===== config.mk =====
export PLATFORM = sky130hd
export DESIGN_NAME = adc_spi_responder
export DESIGN_NICKNAME = d
export VERILOG_FILES = /design/src/rtl/adc_spi_responder.sv
export SDC_FILE = /design/constraint.sdc
export NUM_CORES = 1
export LEC_CHECK = 0
export ABC_AREA = 1
export CAP_MARGIN = 10
export CORE_ASPECT_RATIO = 1.25
export CORE_UTILIZATION = 35
export CTS_CLUSTER_DIAMETER = 200
export CTS_CLUSTER_SIZE = 40
export DETAILED_ROUTE_END_ITERATION = 10
export PLACE_DENSITY = 0.7
export SLEW_MARGIN = 10
export SYNTH_ARGS = -nofsm -noshare
export SYNTH_HDL_FRONTEND = slang
export SYNTH_SLANG_ARGS = --single-unit
export TNS_END_PERCENT = 1

===== constraint.sdc =====
create_clock -name clk48mhz -period 2.8 [get_ports clk48mhz]
set_clock_uncertainty 0.15 [all_clocks]
set_input_delay 0.84 -clock clk48mhz [delete_from_list [all_inputs] [get_ports clk48mhz]]
set_output_delay 0.84 -clock clk48mhz [all_outputs]
set_load 0.01 [all_outputs]

===== src/rtl/adc_spi_responder.sv =====
// rtl/adc_spi_responder.sv - slave-side stand-in for the printhead dual-channel serial ADC.
// Optional ADC_RESP_DITHER_EN adds LFSR noise on the sample LSBs.
module adc_spi_responder #(
    parameter int DATA_W     = 16,
    parameter int LEAD_ZEROS = 2,
    parameter int NOISE_BITS = 2
) (
    input  logic              clk48mhz,
    input  logic              rstn,
    input  logic              adc_clk,
    input  logic              adc_cs,
    input  logic              adc_chsel,
    output logic              adc_dout,
    input  logic [DATA_W-1:0] ch0_value,
    input  logic [DATA_W-1:0] ch1_value,
    output logic              frame_done,
    output logic              frame_abort,
    output logic [15:0]       frame_count
);
    localparam int FRAME_BITS = LEAD_ZEROS + DATA_W;
    localparam int CNT_W      = $clog2(FRAME_BITS + 1);
    localparam logic [CNT_W-1:0] LAST_BIT = CNT_W'(FRAME_BITS - 1);

    typedef enum logic [1:0] {IDLE, SHIFT, DONE} state_t;

    state_t                  state_q;
    logic [2:0]              clk_sync_q;
    logic [2:0]              cs_sync_q;
    logic [1:0]              chsel_sync_q;
    logic [FRAME_BITS-1:0]   shift_q;
    logic [CNT_W-1:0]        bit_cnt_q;
    logic                    dout_q;
    logic                    done_q;
    logic                    abort_q;
    logic [15:0]             frame_count_q;
    logic [15:0]             frame_count_d;
    logic [DATA_W-1:0]       sample_sel;
    logic [DATA_W-1:0]       load_sample;
    logic [FRAME_BITS-1:0]   load_word;
    logic                    clk_fall;
    logic                    cs_fall;
    logic                    cs_rise;
    logic                    frame_ok;

    assign clk_fall      = clk_sync_q[2] & ~clk_sync_q[1];
    assign cs_fall       = cs_sync_q[2] & ~cs_sync_q[1];
    assign cs_rise       = ~cs_sync_q[2] & cs_sync_q[1];
    // A release after the last bit was presented counts as complete even without a trailing fall.
    assign frame_ok      = cs_rise && ((state_q == DONE) ||
                                       (state_q == SHIFT && bit_cnt_q == LAST_BIT));
    assign sample_sel    = chsel_sync_q[1] ? ch1_value : ch0_value;
    assign frame_count_d = frame_count_q + 16'd1;
    assign load_word     = FRAME_BITS'(load_sample);

`ifdef ADC_RESP_DITHER_EN
    logic [15:0] lfsr_q;
    logic [15:0] lfsr_d;

    assign lfsr_d      = {lfsr_q[0] ^ lfsr_q[2] ^ lfsr_q[3] ^ lfsr_q[5], lfsr_q[15:1]};
    assign load_sample = sample_sel ^ DATA_W'(lfsr_q[NOISE_BITS-1:0]);

    always_ff @(posedge clk48mhz or negedge rstn) begin
        if (!rstn) begin
            lfsr_q <= 16'hACE1;
        end else if (frame_ok) begin
            lfsr_q <= lfsr_d;
        end
    end
`else
    assign load_sample = sample_sel;
`endif

    always_ff @(posedge clk48mhz or negedge rstn) begin
        if (!rstn) begin
            clk_sync_q   <= 3'b111;
            cs_sync_q    <= 3'b111;
            chsel_sync_q <= 2'b00;
        end else begin
            clk_sync_q   <= {clk_sync_q[1:0], adc_clk};
            cs_sync_q    <= {cs_sync_q[1:0], adc_cs};
            chsel_sync_q <= {chsel_sync_q[0], adc_chsel};
        end
    end

    always_ff @(posedge clk48mhz or negedge rstn) begin
        if (!rstn) begin
            state_q       <= IDLE;
            shift_q       <= '0;
            bit_cnt_q     <= '0;
            dout_q        <= 1'b0;
            done_q        <= 1'b0;
            abort_q       <= 1'b0;
            frame_count_q <= 16'd0;
        end else begin
            done_q  <= 1'b0;
            abort_q <= 1'b0;
            case (state_q)
                IDLE: begin
                    dout_q <= 1'b0;
                    // A clk fall landing in the same cycle as cs fall is deliberately dropped.
                    if (cs_fall) begin
                        shift_q   <= load_word;
                        bit_cnt_q <= '0;
                        dout_q    <= load_word[FRAME_BITS-1];
                        state_q   <= SHIFT;
                    end
                end
                SHIFT: begin
                    if (cs_rise) begin
                        if (frame_ok) begin
                            done_q        <= 1'b1;
                            frame_count_q <= frame_count_d;
                        end else begin
                            abort_q <= 1'b1;
                        end
                        dout_q  <= 1'b0;
                        state_q <= IDLE;
                    end else if (clk_fall) begin
                        if (bit_cnt_q == LAST_BIT) begin
                            dout_q  <= 1'b0;
                            state_q <= DONE;
                        end else begin
                            shift_q   <= shift_q << 1;
                            bit_cnt_q <= bit_cnt_q + CNT_W'(1);
                            dout_q    <= shift_q[FRAME_BITS-2];
                        end
                    end
                end
                DONE: begin
                    dout_q <= 1'b0;
                    if (cs_rise) begin
                        done_q        <= 1'b1;
                        frame_count_q <= frame_count_d;
                        state_q       <= IDLE;
                    end
                end
                default: begin
                    dout_q  <= 1'b0;
                    state_q <= IDLE;
                end
            endcase
        end
    end

    assign adc_dout    = dout_q;
    assign frame_done  = done_q;
    assign frame_abort = abort_q;
    assign frame_count = frame_count_q;
endmodule

# After elaboration in Yosys (flattened, before gate mapping)
# Index checks and enable logic that the tools add are counted.
# totals
reg_bits	51
inputBits	37
out_inout_bits	19
word_cells	71
# classes
add_sub_neg	2
eq_ne	12
mux	32
bitwise	6
reduce_logical	9
# ops
op	n
2-to-1 mux 17 bit	4
2-to-1 mux 16 bit	4
one-hot mux 17 bit (2 select lines)	1
one-hot mux 16 bit (2 select lines)	1
2-to-1 mux 5 bit	4
adder 16 x 1 -> 16 bit, second input constant	1
!= test 2 bit, second input constant	7
2-to-1 mux 1 bit	10
2-to-1 mux 2 bit	5
one-hot mux 5 bit (2 select lines)	1
AND reduction 4 bit	2
one-hot mux 2 bit (3 select lines)	1
adder 5 x 1 -> 5 bit, second input constant	1
equality test 5 bit, second input constant	1
AND reduction 5 bit	1
nonzero test 2 bit	2
AND 1 bit	3
!= test 3 x 2 -> 1 bit, second input constant	1
!= test 3 bit, second input constant	1
NOT 1 bit	3
equality test 2 x 1 -> 1 bit, second input constant	1
equality test 2 bit, second input constant	1
logical AND 1 bit	2
zero test 2 bit	1
other kinds (2)	2

# Longest topological paths before layout
# Gate-level depths: netlist of run 1.
# logic_depth
depth_word	7
depth_mapped	10
ltp_nobuf	9

# Worst setup path before layout of run 1
# No wires, ideal clock.
# synth_path
kind	register to register
start	register state_q[1]
end	register bit_cnt_q[2]
setup_time_ns	0.117
arrival_time_ns	1.303
slack_ns	1.230
path_stages_with_launch	11
synth_period_minus_slack_ns	1.570
cell_sequence	dfrtp_1 inv_1 ha_1 buf_4 inv_2 o21ai_4 nor2_8 nand2_4 buf_6 nand2_1 nand2_1
# synth_between
elab_chain_cells	3
elab_cells_between_ends	9
classes_between	5 x eq/ne; 1 x mux; 3 x reduce/logical
# synth_rtl
item	line	text
from (decl)	26	state_t state_q;
from (signal assigned)	87	state_q <= IDLE;
from (signal assigned)	105	state_q <= SHIFT;
from (signal assigned)	117	state_q <= IDLE;
equality test 2 x 1 -> 1 bit or zero test 2 bit (tied branches)	97	case (state_q)
!= test 2 bit (no source line) or nonzero test 2 bit (tied branches)	-	
AND reduction 5 bit (no source line)	-	
to (signal assigned)	124	bit_cnt_q <= bit_cnt_q + CNT_W'(1);
to (decl)	31	logic [CNT_W-1:0] bit_cnt_q;
# Parallel ways exist; a longest one is shown, timed or not.
# A chain may end at the register's enable or synchronous reset.

# Final worst setup path of run 1
# layout_path
start	register frame_count_q[10], in the netlist frame_count[10]
end	output port frame_count[10]
# layout_rtl
item	line	text
from (decl)	35	logic [15:0] frame_count_q;
from (signal assigned)	112	frame_count_q <= frame_count_d;
from (signal assigned)	133	frame_count_q <= frame_count_d;
to (decl)	18	output logic [15:0] frame_count
# No word-level cell between the ends.

==> results of run 1 <==
-- worst paths after layout --
kind	end	slack (ps)	cells past startpoint
setup reg to reg	bit_cnt_q[1]	840	8
setup / recovery	frame_count[10]	440	1
min in group asynchronous	shift_q[13]	390	1
hold / removal	chsel_sync_q[1]	200	0
hold reg to reg	chsel_sync_q[1]	200	0
max in group asynchronous	cs_sync_q[1]	1430	2
-- per-layer routing --
layer,wire [µm],vias up,global-route usage [%],share of wire [%]
li1,-,1302,-,-
met4,64,0,5.57,1.0
met2,3160,66,29.6,50
met1,2770,1207,17.4,44
met5,0,-,0,0
met3,362,6,3.02,5.7
-- final cells by class --
cell class	instances	area share, %
Multi-Input combinational cell	279	37.7
Sequential cell	51	36.1
Inverter	39	4.19
Clock buffer	7	2.43
Timing Repair Buffer	58	16.0
Tap cell	95	3.35
Clock inverter	1	0.247
-- kinds of logic (layout without fill, tap and decap cells) --
group	Yosys count	in the layout	synth area share (%)
and+or+nand+nor	219	219	32.5
buffers and inverters	54	105	8.60
DFF	51	51	44.8
AOI/OAI and AO/OA	42	42	7.85
xor gates and xnor gates	11	11	3.36
adders and majority gates	6	6	2.62
muxes	1	1	0.349
-- layout by cell type (no fill, tap or decap), types with 2 or more instances in the layout --
cell type,n
nand2_1,149
clkdlybuf4s50_1,54
dfrtp_1,45
o21ai_0,34
inv_1,33
nand3_1,32
nor2_1,23
xnor2_1,7
o21ai_1,6
nand4_1,6
ha_1,6
dfstp_2,6
clkbuf_8,6
inv_2,5
xor2_1,4
nor2_2,3
buf_4,3
nand2_4,2
-- metrics by stage --
step                      std cells  hold WS (ps)  instance area (µm²)
after global placement          522           183                 3460
after CTS                       530           207                 3550
after floorplan                 384           181                 2870
final                           530           203                 3550
after detailed placement        522           186                 3460
after global routing            530           215                 3550
-- Yosys cell counts --
cell,instances
nand2_2,1
nand2_1,149
dfstp_2,6
buf_2,6
nand4_1,6
dfrtp_1,45
o21ai_4,1
nand3_1,32
clkbuf_1,3
ha_1,6
buf_6,3
inv_4,1
nand4_2,1
nor2_8,1
nand3b_1,1
xor2_1,4
nand2_4,2
nor2_1,23
inv_2,5
nor2_2,3
xnor2_1,7
mux2i_1,1
o21ai_1,6
o21ai_0,34
buf_4,3
o21ai_2,1
inv_1,33
-- report_power, final --
| group | leakage (nW) | internal (mW) | switching (mW) |
|---|---|---|---|
| clock | 0.0484 | 0.203 | 0.241 |
| sequential | 0.657 | 0.915 | 0.123 |
| combinational | 0.989 | 0.383 | 0.721 |
| total | 1.69 | 1.50 | 1.09 |
-- worst register-to-register path: stages, from the launching register on --
cell and delay (ps):
dfrtp_1 370, inv_1 70, ha_1 260, inv_2 170, o21ai_4 100, nor2_8 300
nand2_4 250, nand2_1 120, nand2_1 60
-- registers in the layout (all words and copies together), names as in the netlist --
signal / flops
shift_q: 17
frame_count: 16
bit_cnt_q: 5
clk_sync_q: 3
cs_sync_q: 3
chsel_sync_q: 2
state_q: 2
adc_dout: 1
frame_abort: 1
frame_done: 1
==> flow_summary.json, run 1 <==
{
  "final_nets": 477,
  "start_util_pct": 36.4,
  "route.detailed.drc": 0,
  "endpoint_kind": "primary output",
  "tightestPinTransition_ps": 738,
  "multi_input_area_um2": 1340,
  "fin_crit_sh_pct": 84.3,
  "hpwl_mm": 4.52,
  "drt_iter0_markers": 69,
  "synthCells": 384,
  "grt_pass1_vias": 2532,
  "min_period_ps": 2360,
  "clkTransAtPathRegs_ps": 90,
  "cp-start-kind": "flip-flop",
  "finish.utilization_pct": 45.1,
  "grt_max_degree": 32,
  "htreeDepth": 2,
  "n_antenna_cell": 0,
  "yosys-top-cells-area": "dfrtp_1, nand2_1, o21ai_0, nand3_1, dfstp_2",
  "cp_slowest_cell": "clkdlybuf4s50_1",
  "wire_per_inst_um": 12.0,
  "power.leakage_nw": 1.69,
  "fp.dieArea_um2": 8560,
  "status": "finished, final reports clean",
  "yosysWarnings": 0,
  "finalPower_mw": 2.59,
  "clockRootBuffer": "clkbuf_8",
  "synth_area_um2": 2870,
  "dp_slack_ps": 709,
  "yosys.area.top_type_share_pct": 39.3,
  "drive_gt1_share_pct": 7.59,
  "ys_types": 27,
  "ys_seq_elements": 51,
  "fillers": 793,
  "hold_viol": 0,
  "clkLatencyLatePin_ps": 310,
  "crit_chain": "clkdlybuf4s50_1",
  "crit_arrival_ps": 1370,
  "hp-class": "flip-flop to flip-flop",
  "row_count": 36,
  "vias_per_cell": 4.87,
  "crit_path_max_incr_delay_ps": 580,
  "cts_hold_buf": 0,
  "antenna_found_initial": 0,
  "grt-ovfl-total": 0,
  "die_w_um": 83.0,
  "rsz0062_at_grt": "no",
  "clockBufferDepth": 2,
  "startpoint": "frame_count[10]",
  "gp_congestion": 0.831,
  "die_y_um": 103,
  "core_area_um2": 7880,
  "slew_viol_final": 0,
  "cts.sinks": 51,
  "fin_tns_setup_ps": 0,
  "cap_violations": 0,
  "postRouteAntennaNets": 0,
  "cts_tree": "done",
  "ir_worst_vdd_uv": 367,
  "grt_pass1_wl_mm": 10.9,
  "ys_seq_area_share_pct": 44.8,
  "cts-resized-gates": 0,
  "drt_pre_antenna_iters": 4,
  "port_buffers": 55,
  "r2r-start": "state_q[1]",
  "slew_headroom_pct": 50.8,
  "boundaryPins": 56,
  "crit_fanout": 6,
  "syn-num-nets": 427,
  "path_class": "flip-flop to primary output",
  "syn2layout_area_growth_pct": 23.9,
  "syn_avg_cell_area_um2": 7.47,
  "crit_required_ps": 1810,
  "numCtsBuffers": 5,
  "grt_util_all_layers_pct": 15.5,
  "cp_top_family": "buffers and inverters",
  "vias": 2581,
  "cts_setup_buffers": 0,
  "ff_latch_area_um2": 1280,
  "routed_wl_mm": 6.35,
  "timing.critical_path.buf_inv": 1,
  "hold_start": "chsel_sync_q[0]",
  "synth_top_area_cell": "dfrtp_1",
  "fmax_mhz": 423,
  "final-setup-viol-count": 0,
  "setup_slack_ps": 438,
  "p_per_area_nw_per_um2": 728
}
No activity file was read; power rests on OpenSTA's default activity.
==> run 2: changes to the inputs <==
==> constraint.sdc (replaced) <==
create_clock -name clk48mhz -period 2.3 [get_ports clk48mhz]
set_clock_uncertainty 0.15 [all_clocks]
set_input_delay 0.69 -clock clk48mhz [delete_from_list [all_inputs] [get_ports clk48mhz]]
set_output_delay 0.69 -clock clk48mhz [all_outputs]
set_load 0.01 [all_outputs]
==> run 2 against run 1 <==
  * Clock-buffer cell count decreased by 2
  * Global-route usage fell by 0.053 points
  * Combinational power increased by 24%
  * Largest power group unchanged
  * Clock power is 19% higher
  * Wire length decreased by 3.8%
  * Sequential share of layout area shrank 0.19 points
  * Sequential power increased by 21%
==> flow_summary.json, run 2 (synthesis gave the netlist of run 1 again) <==
{
  "status": "finished, final reports clean",
  "hp-class": "input pin to async pin",
  "regMostFlops": "shift_q",
  "core_area_um2": 7880,
  "crit_arrival_ps": 1350,
  "cellInternalPower_mw": 1.82,
  "drive_gt1_share_pct": 8.03,
  "clockBufferDepth": 2,
  "n_antenna_cell": 0,
  "grt_pass1_wl_mm": 10.9,
  "startpoint": "frame_count[0]",
  "p_per_area_nw_per_um2": 881,
  "timing.critical_path.buf_inv": 1,
  "min_period_ps": 2190,
  "grt_pass1_vias": 2479,
  "die_y_um": 103,
  "cts_tree": "done",
  "crit_path_max_incr_delay_ps": 590,
  "route.detailed.drc": 0,
  "fmax_mhz": 456,
  "crit_fanout": 6,
  "cp.depth": 1,
  "hpwl_mm": 4.33,
  "start_util_pct": 36.4,
  "rsz0062_at_grt": "no",
  "final-setup-viol-count": 0,
  "syn2layout_area_growth_pct": 24.5,
  "slew_viol_final": 0,
  "whs_ps": 201,
  "p_comb_share_pct": 43.3,
  "cap_violations": 0,
  "drt_pre_antenna_iters": 4,
  "grt-ovfl-total": 0,
  "clkTransAtPathRegs_ps": 100,
  "antenna_found_initial": 0,
  "switching_share_pct": 42.3,
  "cts_hold_buf": 0,
  "grt_max_degree": 52,
  "grt_util_all_layers_pct": 15.5,
  "cp_slowest_cell": "clkdlybuf4s50_1",
  "postRouteAntennaNets": 0,
  "power_switching_mw": 1.33,
  "layout_commonest_cell": "nand2_1",
  "vias_per_cell": 4.87,
  "hold_viol": 0,
  "clockRootBuffer": "clkbuf_8",
  "cp_top_family": "buffers and inverters",
  "wire_per_inst_um": 11.5,
  "fillers": 792,
  "ir_worst_vdd_uv": 540,
  "tightestPinTransition_ps": 400,
  "die_w_um": 83.0,
  "clockPowerShare_pct": 16.7,
  "routed_wl_mm": 6.11,
  "drt_iter0_markers": 110,
  "cts_setup_buffers": 0,
  "final_nets": 478,
  "boundaryPins": 56,
  "endpoint_kind": "primary output",
  "r2r-start": "state_q[1]",
  "slew_headroom_pct": 73.3,
  "p_seq_share_pct": 39.9,
  "fp.dieArea_um2": 8560,
  "mostFrequentLayoutCells": "nand2_1, clkdlybuf4s50_1, dfrtp_1, o21ai_0, inv_1",
  "cp-start-kind": "flip-flop",
  "cts-resized-gates": 0,
  "fin_tns_setup_ps": 0,
  "port_buffers": 55,
  "largest_register_ffs": 17,
  "fin_crit_sh_pct": 95.4,
  "clkLatencyLatePin_ps": 310,
  "crit_required_ps": 1460,
  "power.leakage_nw": 1.70,
  "crit_chain": "clkdlybuf4s50_1",
  "numCtsBuffers": 5,
  "path_class": "flip-flop to primary output",
  "htreeDepth": 2,
  "gp_congestion": 0.833,
  "vias": 2584,
  "row_count": 36,
  "cts.sinks": 51,
  "reg2reg_depth": 8
}
[run 2: cell count changes in the layout (fill, tap and decap cells not counted)]
cell / change
buf_12: +1
clkbuf_1: -1
clkbuf_8: -1
clkinv_4: +1
clkinvlp_4: +1
[run 2: stage by stage]
step	instances	setup slack (ps)	util, %	cell area, µm²	total power, mW
after floorplan	384	730	-	2870	2.35
after global placement	523	430	44.1	3480	2.61
after detailed placement	523	419	44.1	3480	2.65
after CTS	531	85.5	45.3	3570	3.19
after global routing	531	52.5	45.3	3570	3.42
final	531	106	45.3	3570	3.15
[run 2: worst paths after layout]
check / endpoint / slack [ps]
worst max-delay path: frame_count[0] / 110
worst min-delay path: chsel_sync_q[1] / 200
worst max register to register: shift_q[3] / 420
worst min register to register: chsel_sync_q[1] / 210
max in group asynchronous: cs_sync_q[2] / 1510
min in group clk48mhz: chsel_sync_q[1] / 210
[run 2: area by class of cell]
cell class,count,area [µm²],area share [%]
flip-flops and latches,51,1280,35.9
repair buffers,59,588,16.5
clock inverters,3,25.0,0.701
clock buffers,5,68.8,1.93
inverters,39,149,4.17
well taps,95,119,3.33
multi-input cells,279,1340,37.5
[run 2: power by group through the flow]
stage / registers [mW] / logic, mW / clock network [mW]
6_report: 1.26 / 1.36 / 0.527
5_1_grt: 1.29 / 1.55 / 0.585
4_1_cts: 1.26 / 1.38 / 0.545
3_5_place_dp: 1.28 / 1.38 / 0
3_3_place_gp: 1.26 / 1.34 / 0
2_1_floorplan: 1.25 / 1.10 / 0
[run 2: per-layer routing]
| layer | vias to the layer above | routed length, µm | global-route usage (%) |
|---|---|---|---|
| met2 | 75 | 2960 | 28.8 |
| li1 | 1301 | - | - |
| met1 | 1201 | 2730 | 18.0 |
| met3 | 7 | 359 | 3.10 |
| met4 | 0 | 59 | 5.17 |
| met5 | - | 0 | 0 |
==> run 3: changes to the inputs <==
--- a/config.mk
+++ b/config.mk
@@ -12,9 +12,10 @@
 export CTS_CLUSTER_DIAMETER = 200
 export CTS_CLUSTER_SIZE = 40
 export DETAILED_ROUTE_END_ITERATION = 10
-export PLACE_DENSITY = 0.7
+export DONT_BUFFER_PORTS = 1
+export PLACE_DENSITY = 0.61
 export SLEW_MARGIN = 10
 export SYNTH_ARGS = -nofsm -noshare
 export SYNTH_HDL_FRONTEND = slang
 export SYNTH_SLANG_ARGS = --single-unit
-export TNS_END_PERCENT = 1
+export TNS_END_PERCENT = 30
==> run 3 against run 2 <==
  * Total power decreased by 1.1%
  * Worst hold slack got worse by 150 ps
  * Non-clock buffer count decreased by 57
  * Core utilization decreased by 6.7 points
  * Die area unchanged
  * Setup slack improved by 320 ps
  * Clock-buffer cell count unchanged
  * Wire length decreased by 9.4%
  * Clock power increased by 22%
  * Sequential cell count unchanged
  * Global-route usage decreased by 1.3 points
  * Critical path type is now flip-flop to flip-flop
  * Largest power group is now registers
  * Highest routed layer unchanged
==> flow_summary.json, run 3 (synthesis gave the netlist of run 1 again) <==
{
  "p_per_area_nw_per_um2": 1020,
  "clkTransAtPathRegs_ps": 100,
  "vias_per_cell": 4.83,
  "drive_gt1_share_pct": 8.44,
  "r2r_slack_ps": 420,
  "reg2reg_depth": 8,
  "power_switching_mw": 1.29,
  "final_nets": 421,
  "drt_pre_antenna_iters": 4,
  "cellInternalPower_mw": 1.82,
  "tightestPinTransition_ps": 719,
  "rsz0062_at_grt": "no",
  "path_class": "flip-flop to flip-flop",
  "fin_area_um2": 3040,
  "crit_required_ps": 2350,
  "mostFrequentLayoutCells": "nand2_1, dfrtp_1, o21ai_0, inv_1, nand3_1",
  "crit_chain": "inv_1 -> ha_1 -> inv_2 -> o21ai_4 -> nor2_8 -> nand2_4 -> nand2_1 -> nand2_1",
  "grt_pass1_wl_mm": 9.87,
  "fin_tns_setup_ps": 0,
  "routed_wl_mm": 5.54,
  "row_count": 36,
  "cts_tree": "done",
  "cp.depth": 8,
  "clockPowerShare_pct": 20.6,
  "use_met3_pct": 3.73,
  "ir_worst_vdd_uv": 434,
  "layout_commonest_cell": "nand2_1",
  "n_antenna_cell": 0,
  "clkLatencyLatePin_ps": 310,
  "cp-start-kind": "flip-flop",
  "htreeDepth": 2,
  "cp_top_family": "simple AND/OR/NAND/NOR gates",
  "grt_util_all_layers_pct": 14.2,
  "final-setup-viol-count": 0,
  "fmax_mhz": 533,
  "regMostFlops": "shift_q",
  "crit_arrival_ps": 1920,
  "boundaryPins": 56,
  "hp-class": "input pin to async pin",
  "clockRootBuffer": "clkbuf_8",
  "status": "finished, final reports clean",
  "switching_share_pct": 41.5,
  "min_period_ps": 1880,
  "largest_register_ffs": 17,
  "die_w_um": 83.0,
  "grt_use_met2_pct": 26.0,
  "p_comb_share_pct": 38.6,
  "r2r-end": "bit_cnt_q[4]",
  "gp_congestion": 0.828,
  "crit_path_max_incr_delay_ps": 370,
  "route.detailed.drc": 0,
  "cap_violations": 0,
  "power.leakage_nw": 1.50,
  "busiest_layer": "met2",
  "use_met1_pct": 16.2,
  "startpoint": "state_q[1]",
  "slew_headroom_pct": 52.1,
  "syn2layout_area_growth_pct": 5.98,
  "cp_slowest_cell": "dfrtp_1",
  "die_y_um": 103,
  "dpl_cell_area_um2": 2900,
  "crit_fanout": 23,
  "p_seq_share_pct": 40.9,
  "grt_max_degree": 46,
  "grt_pass1_vias": 2210,
  "timing.critical_path.buf_inv": 2,
  "core_area_um2": 7880,
  "vias": 2288,
  "critPathMostFrequentCell": "nand2_1",
  "slew_viol_final": 0,
  "postRouteAntennaNets": 0,
  "port_buffers": 0,
  "hold_viol": 0,
  "hpwl_mm": 3.92,
  "fin_crit_sh_pct": 81.6,
  "cts-resized-gates": 0,
  "wire_per_inst_um": 11.7,
  "clockBufferDepth": 2,
  "numCtsBuffers": 5,
  "drt_iter0_markers": 119,
  "cts.sinks": 51,
  "crit_path_end": "bit_cnt_q[4]",
  "grt-ovfl-total": 0,
  "antenna_found_initial": 0,
  "start_util_pct": 36.4,
  "fp.dieArea_um2": 8560,
  "r2r-start": "state_q[1]",
  "endpoint_kind": "flip-flop"
}
==> run 3: cell types whose count changed in the layout (fill, tap and decap cells not counted) <==
cell / before / now
buf_4: 3 / 1
bufinv_16: 0 / 1
inv_6: 0 / 1
buf_16: 0 / 1
clkdlybuf4s50_1: 54 / 0
buf_2: 1 / 0
buf_12: 1 / 0
clkinv_4: 2 / 0
==> run 3: power by group through the flow <==
stage          Combinational [mW]  Sequential [mW]  Clock, mW
2_1_floorplan                1.10             1.25          0
6_report                     1.20             1.27      0.641
3_5_place_dp                 1.20             1.29          0
4_1_cts                      1.23             1.27      0.661
5_1_grt                      1.42             1.30      0.692
3_3_place_gp                 1.17             1.29          0
==> run 3: per-stage QoR <==
stage / cells / worst slack (ps) / utilization, % / total power, mW / hold slack (ps)
after floorplan: 384 / 730 / - / 2.35 / 181
after global placement: 465 / 481 / 36.7 / 2.45 / 183
after detailed placement: 465 / 421 / 36.7 / 2.49 / 186
after CTS: 474 / 403 / 38.6 / 3.16 / 48.8
after global routing: 474 / 200 / 38.6 / 3.41 / 40.0
final: 474 / 423 / 38.6 / 3.11 / 54.9
==> run 3: how the worst min path moves through the flow <==
stage / slack (ps) / endpoint / startpoint
3_5_place_dp: 190 / chsel_sync_q[1] / chsel_sync_q[0]
2_1_floorplan: 180 / chsel_sync_q[1] / chsel_sync_q[0]
5_1_grt: 40 / cs_sync_q[2] / rstn
6_report: 50 / shift_q[6] / rstn
4_1_cts: 50 / cs_sync_q[2] / rstn
3_3_place_gp: 180 / chsel_sync_q[1] / chsel_sync_q[0]
==> run 3: layer usage <==
| layer | vias up | part of all wire (%) |
|---|---|---|
| met3 | 6 | 5.6 |
| met4 | 0 | 1.0 |
| met5 | - | 0 |
| met2 | 58 | 50 |
| met1 | 1032 | 44 |
| li1 | 1192 | - |
==> run 3: layout make-up <==
class | count | area (µm²)
multi-input combinational | 279 | 1340
clock inverter | 3 | 46.3
fill | 827 | 4840
clock buffer | 5 | 68.8
sequential | 51 | 1280
tap | 95 | 119
inverter | 39 | 149
timing repair buffer | 2 | 35.0
==> run 3: what timing repair did <==
action	in CTS	in global routing
endpoints found under the hold margin	45	0
hold buffers	1	0
buffers inserted	0	0
